## src/rtl/mvb_item_packer_pkg.sv

```systemverilog
// Shared constants, types and helpers for the MVB item packer.
// Item width and counts here are defaults; modules override per instance.
package mvb_item_packer_pkg;

  localparam int DEF_RX_ITEMS   = 4;
  localparam int DEF_TX_ITEMS   = 2;
  localparam int DEF_ITEM_WIDTH = 64;
  localparam int CNT_WIDTH      = $clog2(DEF_RX_ITEMS + 1);
  localparam int MAX_ITEMS      = 32;

  typedef logic [DEF_ITEM_WIDTH-1:0] item_t;

  function automatic int unsigned popcount(
    input logic [MAX_ITEMS-1:0] v
  );
    int unsigned n;
    n = 0;
    for (int i = 0; i < MAX_ITEMS; i++) begin
      n += {31'd0, v[i]};
    end
    return n;
  endfunction

  // Low-aligned mask with the lowest n bits set.
  function automatic logic [MAX_ITEMS-1:0] thermo(
    input int unsigned n
  );
    logic [MAX_ITEMS-1:0] t;
    t = '0;
    for (int unsigned i = 0; i < MAX_ITEMS; i++) begin
      if (i < n) t[i] = 1'b1;
    end
    return t;
  endfunction

endpackage

```

## src/rtl/mvb_item_packer_if.sv

```systemverilog
// RX/TX MVB handshake bundle of the item packer.
// slave = packer side, master = producer/consumer side.
interface mvb_item_packer_if
  import mvb_item_packer_pkg::*;
#(
  parameter int RX_ITEMS   = DEF_RX_ITEMS,
  parameter int TX_ITEMS   = DEF_TX_ITEMS,
  parameter int ITEM_WIDTH = DEF_ITEM_WIDTH
);

  logic [RX_ITEMS*ITEM_WIDTH-1:0] rx_data;
  logic [RX_ITEMS-1:0]            rx_vld;
  logic                           rx_src_rdy;
  logic                           rx_dst_rdy;

  logic [TX_ITEMS*ITEM_WIDTH-1:0] tx_data;
  logic [TX_ITEMS-1:0]            tx_vld;
  logic                           tx_src_rdy;
  logic                           tx_dst_rdy;

  modport master (
    output rx_data,
    output rx_vld,
    output rx_src_rdy,
    input  rx_dst_rdy,
    input  tx_data,
    input  tx_vld,
    input  tx_src_rdy,
    output tx_dst_rdy
  );

  modport slave (
    input  rx_data,
    input  rx_vld,
    input  rx_src_rdy,
    output rx_dst_rdy,
    output tx_data,
    output tx_vld,
    output tx_src_rdy,
    input  tx_dst_rdy
  );

endinterface

```

## src/rtl/mvb_item_compact.sv

```systemverilog
// Combinational compaction of valid items into low indices,
// preserving index order; unused output slots are zero.
module mvb_item_compact
  import mvb_item_packer_pkg::*;
#(
  parameter int N  = DEF_RX_ITEMS,
  parameter int W  = DEF_ITEM_WIDTH,
  parameter int CW = CNT_WIDTH
) (
  input  logic [N*W-1:0] data,
  input  logic [N-1:0]   vld,
  output logic [N*W-1:0] cdata,
  output logic [CW-1:0]  cnt
);

  always_comb begin
    int k;
    cdata = '0;
    k     = 0;
    for (int i = 0; i < N; i++) begin
      if (vld[i]) begin
        cdata[k*W +: W] = data[i*W +: W];
        k++;
      end
    end
  end

  assign cnt = CW'(popcount(MAX_ITEMS'(vld)));

endmodule

```

## src/rtl/mvb_item_packer.sv

```systemverilog
// MVB item packer: compacts sparse RX words into dense TX words.
// Optional item statistics counter: MVB_ITEM_PACKER_STATS_EN.
module mvb_item_packer
  import mvb_item_packer_pkg::*;
#(
`ifdef MVB_ITEM_PACKER_STATS_EN
  parameter int STAT_WIDTH = 32,
`endif
  parameter int RX_ITEMS   = DEF_RX_ITEMS,
  parameter int TX_ITEMS   = DEF_TX_ITEMS,
  parameter int ITEM_WIDTH = DEF_ITEM_WIDTH
) (
  input  logic clk,
  input  logic rst_n,
`ifdef MVB_ITEM_PACKER_STATS_EN
  input  logic                  stat_clr,
  output logic [STAT_WIDTH-1:0] stat_items,
`endif
  mvb_item_packer_if.slave bus
);

  localparam int CW = $clog2(RX_ITEMS + 1);
  localparam int W  = ITEM_WIDTH;

  logic [W-1:0]  item_q [RX_ITEMS];
  logic [W-1:0]  item_d [RX_ITEMS];
  logic [CW-1:0] cnt_q;
  logic [CW-1:0] cnt_d;
  logic [CW-1:0] sent;
  logic [CW-1:0] shift;
  logic          tx_fire;
  logic          rx_fire;

  logic [RX_ITEMS*W-1:0] cdata;
  logic [CW-1:0]         ccnt;

  mvb_item_compact #(
    .N  (RX_ITEMS),
    .W  (W),
    .CW (CW)
  ) u_compact (
    .data  (bus.rx_data),
    .vld   (bus.rx_vld),
    .cdata (cdata),
    .cnt   (ccnt)
  );

  assign sent = (cnt_q > CW'(TX_ITEMS))
              ? CW'(TX_ITEMS) : cnt_q;

  assign bus.tx_src_rdy = (cnt_q != '0);
  assign bus.tx_vld =
    TX_ITEMS'(thermo(32'(sent)));

  for (genvar j = 0; j < TX_ITEMS; j++) begin
    : g_tx
    assign bus.tx_data[j*W +: W] = item_q[j];
  end

  assign tx_fire = bus.tx_src_rdy & bus.tx_dst_rdy;

  // Accept only when the buffer is empty after this cycle's drain.
  assign bus.rx_dst_rdy = rst_n & (
    (cnt_q == '0) |
    ((cnt_q <= CW'(TX_ITEMS)) & bus.tx_dst_rdy)
  );

  assign rx_fire = bus.rx_src_rdy & bus.rx_dst_rdy;

  always_comb begin
    int idx;
    idx   = 0;
    shift = tx_fire ? sent : '0;
    cnt_d = cnt_q - shift;
    for (int i = 0; i < RX_ITEMS; i++) begin
      idx = i + int'(shift);
      if (idx < RX_ITEMS) item_d[i] = item_q[idx];
      else                item_d[i] = '0;
    end
    if (rx_fire) begin
      cnt_d = ccnt;
      for (int i = 0; i < RX_ITEMS; i++) begin
        item_d[i] = cdata[i*W +: W];
      end
    end
  end

  always_ff @(posedge clk or negedge rst_n) begin
    if (!rst_n) begin
      cnt_q <= '0;
      for (int i = 0; i < RX_ITEMS; i++) begin
        item_q[i] <= '0;
      end
    end else begin
      cnt_q <= cnt_d;
      for (int i = 0; i < RX_ITEMS; i++) begin
        item_q[i] <= item_d[i];
      end
    end
  end

`ifdef MVB_ITEM_PACKER_STATS_EN
  logic [STAT_WIDTH-1:0] stat_q;

  // Clear wins over a same-cycle increment.
  always_ff @(posedge clk or negedge rst_n) begin
    if (!rst_n) begin
      stat_q <= '0;
    end else if (stat_clr) begin
      stat_q <= '0;
    end else if (tx_fire) begin
      stat_q <= stat_q + STAT_WIDTH'(sent);
    end
  end

  assign stat_items = stat_q;
`endif

endmodule
```

## src/flat_wrapper.sv

```systemverilog
// flat-port wrapper written by rule: the top's interface ports become plain ports
module mvb_item_packer_flat import mvb_item_packer_pkg::*;
#(

  parameter int RX_ITEMS   = DEF_RX_ITEMS,
  parameter int TX_ITEMS   = DEF_TX_ITEMS,
  parameter int ITEM_WIDTH = DEF_ITEM_WIDTH
)
  (clk, rst_n, bus_rx_data, bus_rx_vld, bus_rx_src_rdy, bus_rx_dst_rdy, bus_tx_data, bus_tx_vld, bus_tx_src_rdy, bus_tx_dst_rdy);
  mvb_item_packer_if #(.RX_ITEMS(RX_ITEMS), .TX_ITEMS(TX_ITEMS), .ITEM_WIDTH(ITEM_WIDTH)) bus_i ();
  input  logic clk;
  input  logic rst_n;
  input wire logic [$bits(bus_i.rx_data)-1:0] bus_rx_data;
  input wire logic [$bits(bus_i.rx_vld)-1:0] bus_rx_vld;
  input wire logic [$bits(bus_i.rx_src_rdy)-1:0] bus_rx_src_rdy;
  output wire logic [$bits(bus_i.rx_dst_rdy)-1:0] bus_rx_dst_rdy;
  output wire logic [$bits(bus_i.tx_data)-1:0] bus_tx_data;
  output wire logic [$bits(bus_i.tx_vld)-1:0] bus_tx_vld;
  output wire logic [$bits(bus_i.tx_src_rdy)-1:0] bus_tx_src_rdy;
  input wire logic [$bits(bus_i.tx_dst_rdy)-1:0] bus_tx_dst_rdy;
  assign bus_i.rx_data = bus_rx_data;
  assign bus_i.rx_vld = bus_rx_vld;
  assign bus_i.rx_src_rdy = bus_rx_src_rdy;
  assign bus_rx_dst_rdy = bus_i.rx_dst_rdy;
  assign bus_tx_data = bus_i.tx_data;
  assign bus_tx_vld = bus_i.tx_vld;
  assign bus_tx_src_rdy = bus_i.tx_src_rdy;
  assign bus_i.tx_dst_rdy = bus_tx_dst_rdy;
  mvb_item_packer #(.RX_ITEMS(RX_ITEMS), .TX_ITEMS(TX_ITEMS), .ITEM_WIDTH(ITEM_WIDTH)) u_core (.clk(clk), .rst_n(rst_n), .bus(bus_i));
endmodule
```

## config.mk

```make
export PLATFORM = sky130hd
export DESIGN_NAME = mvb_item_packer_flat
export DESIGN_NICKNAME = d
export VERILOG_FILES = /design/src/rtl/mvb_item_packer_pkg.sv /design/src/rtl/mvb_item_packer_if.sv /design/src/rtl/mvb_item_compact.sv /design/src/rtl/mvb_item_packer.sv /design/src/flat_wrapper.sv
export SDC_FILE = /design/constraint.sdc
export NUM_CORES = 1
export LEC_CHECK = 0
export ABC_AREA = 1
export CAP_MARGIN = 40
export CORE_MARGIN = 3
export CORE_UTILIZATION = 50
export DETAILED_ROUTE_END_ITERATION = 12
export MAX_ROUTING_LAYER = met4
export PLACE_DENSITY = 0.77
export RECOVER_POWER = 50
export REMOVE_ABC_BUFFERS = 1
export SKIP_LAST_GASP = 1
export SYNTH_ARGS = -nofsm -noshare
export SYNTH_HDL_FRONTEND = slang
export SYNTH_SLANG_ARGS = --single-unit
```

## constraint.sdc

```tcl
create_clock -name clk -period 2.4 [get_ports clk]
set_clock_uncertainty 0.1 [all_clocks]
set_input_delay 0.48 -clock clk [delete_from_list [all_inputs] [get_ports clk]]
set_output_delay 0.48 -clock clk [all_outputs]
set_load 0.05 [all_outputs]
```

==> results of run 1 <==
==> through the flow <==
step                      TNS (ps)  instance area, sq um
after floorplan           -2459550                 21550
after global placement     -180730                 28370
after detailed placement   -185890                 28420
after CTS                        0                 29690
after global routing        -177.8                 29800
final                            0                 29800
==> cell type report <==
type	count	area, sq um
sequential	259	6481
tap	607	759.5
fill	4429	17150
inverter	347	1330
antenna	11	27.53
multi-input combinational	3127	13940
clock inverter	7	35.03
timing repair buffer	556	6203
clock buffer	47	1023
==> sequential cells by signal, indices dropped and copies added (netlist names) <==
signal and flops:
u_core.bus.tx_data 128, u_core.cnt_q 3, u_core.item_q 128
==> layer usage <==
layer / GRT usage / routed length (microns) / vias to the layer above
li1: - / - / 13608
met1: 0.4869 / 37330 / 13016
met2: 0.5852 / 43490 / 2035
met3: 0.08183 / 12460 / 327
met4: 0.1796 / 4145 / 0
met5: - / 0 / -
==> power breakdown <==
part	total, W	leakage (nW)	internal (W)	switching, W
clock	0.00505	0.531	0.00295	0.00209
combinational	0.0196	12.0	0.00646	0.0131
sequential	0.00682	3.40	0.00574	0.00108
==> cell usage in the layout, fill, tap and decap left out, types with 2 or more instances in the layout <==
cell type        count
nand2_1           1487
nand3_1           1087
clkdlybuf4s50_1    365
inv_1              334
nor2_1             322
dfrtp_1            259
buf_4               78
buf_12              70
o21ai_0             67
nand4_1             65
o211ai_1            64
clkbuf_16           42
clkbuf_1            16
diode_2             11
dlygate4sd2_1       10
clkinv_2             9
ha_1                 6
clkbuf_8             6
buf_6                6
inv_2                5
nand2_4              4
ha_4                 4
buf_16               4
nor2_4               3
nand3_4              3
inv_4                3
fa_1                 3
bufbuf_16            3
nand2_2              2
nor2_2               2
inv_6                2
==> worst min-delay path by stage <==
stage,start,slack [ps],end,cells after the start
after floorplan,rst_n,80,u_core.bus.tx_data[0],0
after global placement,u_core.item_q[83],500,u_core.bus.tx_data[19],4
after detailed placement,u_core.item_q[118],500,u_core.item_q[118],4
after CTS,u_core.item_q[118],520,u_core.item_q[118],4
after global routing,bus_rx_vld[2],500,u_core.cnt_q[0],5
final,bus_rx_vld[2],430,u_core.cnt_q[0],5
==> repair_timing <==
item | CTS | global route
endpoints found under the setup margin | 269 | 73
endpoints found under the hold margin | 96 | 0
cloned | 4 | 5
pin swaps | 2 | 2
resized for setup | 21 | 22
buffers inserted | 6 | 3
hold buffers | 1 | 0
==> cells by family after synthesis <==
kind of cell             Yosys count  share of synthesized area
AO/OA/AOI/OAI                    133                    0.03452
XOR/XNOR                           1                  0.0003662
adder cells (fa/ha/maj)           14                   0.008265
buffers and inverters            809                     0.1537
flip-flops                       259                     0.2710
AND/OR/NAND/NOR                 2979                     0.5322
==> reports/qor.csv, run 1 <==
stage;metric;value;unit
finish;post-layout util;0.6347;
placement;DP HPWL;60.32;mm
critical_path;Stages on worst setup path;1;
die;DIE HEIGHT;224.7;microns
finish;non-filler cells, final;4961;
clock_tree;clk sinks;259;
pwr;Pleak;15.98;nW
critical_path;Crit path buffers/inverters;1;
placement;placed insts;4877;
critical_path;Worst setup SP type;flip-flop;
die;# rows;79;
timing;Slew @ Worst Pin;1680;ps
timing;unrepaired setup endpoints after global routing;true;
global_route;antenna violations before repair;11;
die;Core Box Area;0.04695;sq mm
global_route;first-pass GRT wire length;150.1;mm
critical_path;critical path type;flip-flop to primary output;
placement;Post-Place Setup Slack;-807.6;ps
clock_tree;clock buffer depth;3;
pwr;Worst VDD drop;772.9;uV
finish;nets;4603;
critical_path;worst endpoint data arrival time;1800;ps
pwr;Pwr Density;1055;mW/mm^2
critical_path;r2r setup slk;90;ps
run;Max Cap Viol;1;
timing;WHS;427.6;ps
pwr;Power, Total;0.03143;W
critical_path;Setup crit end kind;primary output;
die;num ports;396;
yosys;Seq/Total Area, Yosys;0.2710;
yosys;Post-synth top cells;nand2_1, nand3_1, inv_1;
critical_path;Crit-path slowest cell;clkdlybuf4s50_1;
outcome;status;complete, but fails checks;
yosys;area leader, netlist;dfrtp_1;
finish;layout cells sized above 1;0.05848;
yosys;Ys Warns;0;
placement;Buffers on Ports;395;
critical_path;slowest stage delay, CP;830;ps
yosys;Yosys reg bits;259;
timing;minimum clock period;2377;ps
critical_path;critical path capture point;bus_tx_data[76];
outcome;failing checks;max-capacitance violations, max-slew violations;
critical_path;Largest delay share family, worst path;buffers and inverters;
yosys;top cell type's share of synthesized area;0.2710;
yosys;most frequent cell after synthesis;nand2_1;
critical_path;R2R cell count;10;
routing;DR iter-0 viols;4075;
clock_tree;H-tree levels;2;
clock_tree;Reg clk slew, reported paths;60;ps
routing;first-pass iteration count of the detailed router;7;
die;die width;224.7;microns
timing;setup violators final;0;
yosys;ys async rst share;1.000;
global_route;gr usage total;0.3831;
yosys;synth top area cells;dfrtp_1, nand2_1, nand3_1;
clock_tree;CTS tree;built;
critical_path;R2R Path End;u_core.bus.tx_data[38];
yosys;Mapped Area;0.02392;sq mm
critical_path;R2R Path Start;u_core.cnt_q[2];
yosys;post-synth cell types;22;
die;Initial Utilization;0.5094;
routing;DRC errors left;0;
timing;part of the cycle the worst path needs;0.9905;
die;Die ar.;0.05050;sq mm
clock_tree;Clock Root Buffer;clkbuf_16;
timing;Final WS setup;22.89;ps
timing;Slew HR;-0.1198;
finish;synthesis-to-finish area growth;24.59;%
yosys;Synth Flop Type;dfrtp_1;
timing;pins over their slew limit;220;
placement;Final GP Congestion;0.9166;
critical_path;crit path from;u_core.bus.tx_data[76];
yosys;Post-synth EDFFs;0;
global_route;GRT Residual Overflow;0;
yosys;syn avg cell area;5.702;sq um
critical_path;WP data required;1820;ps
global_route;largest net degree at the start of global routing;144;
routing;routed vias/inst;5.843;
critical_path;CP Max Fanout;3;
clock_tree;worst skew pair latency;550;ps
routing;Routed WL;97.43;mm
hold_path;Hold Path Class;primary input to flip-flop;
routing;vias;28986;
timing;highest clock rate;420.7;MHz
clock_tree;CTS buffer count;34;
timing;Final Hold Fails;0;
global_route;vias in the first global route;27432;
critical_path;CP Cell Sequence;clkdlybuf4s50_1;
routing;Routed Antenna Nets;0;
yosys;synthesized instance count;4195;
routing;WL/cell;19.64;microns
(Power assumes the default switching activity.)
==> inputs of run 2 (changes only) <==
Settings changed: ABC_CLOCK_PERIOD_IN_PS from default to 2400, CTS_CLUSTER_SIZE from default to 14.
==> results of run 2 <==
No change in the layout: final DEF, timing and power equal those of run 1.
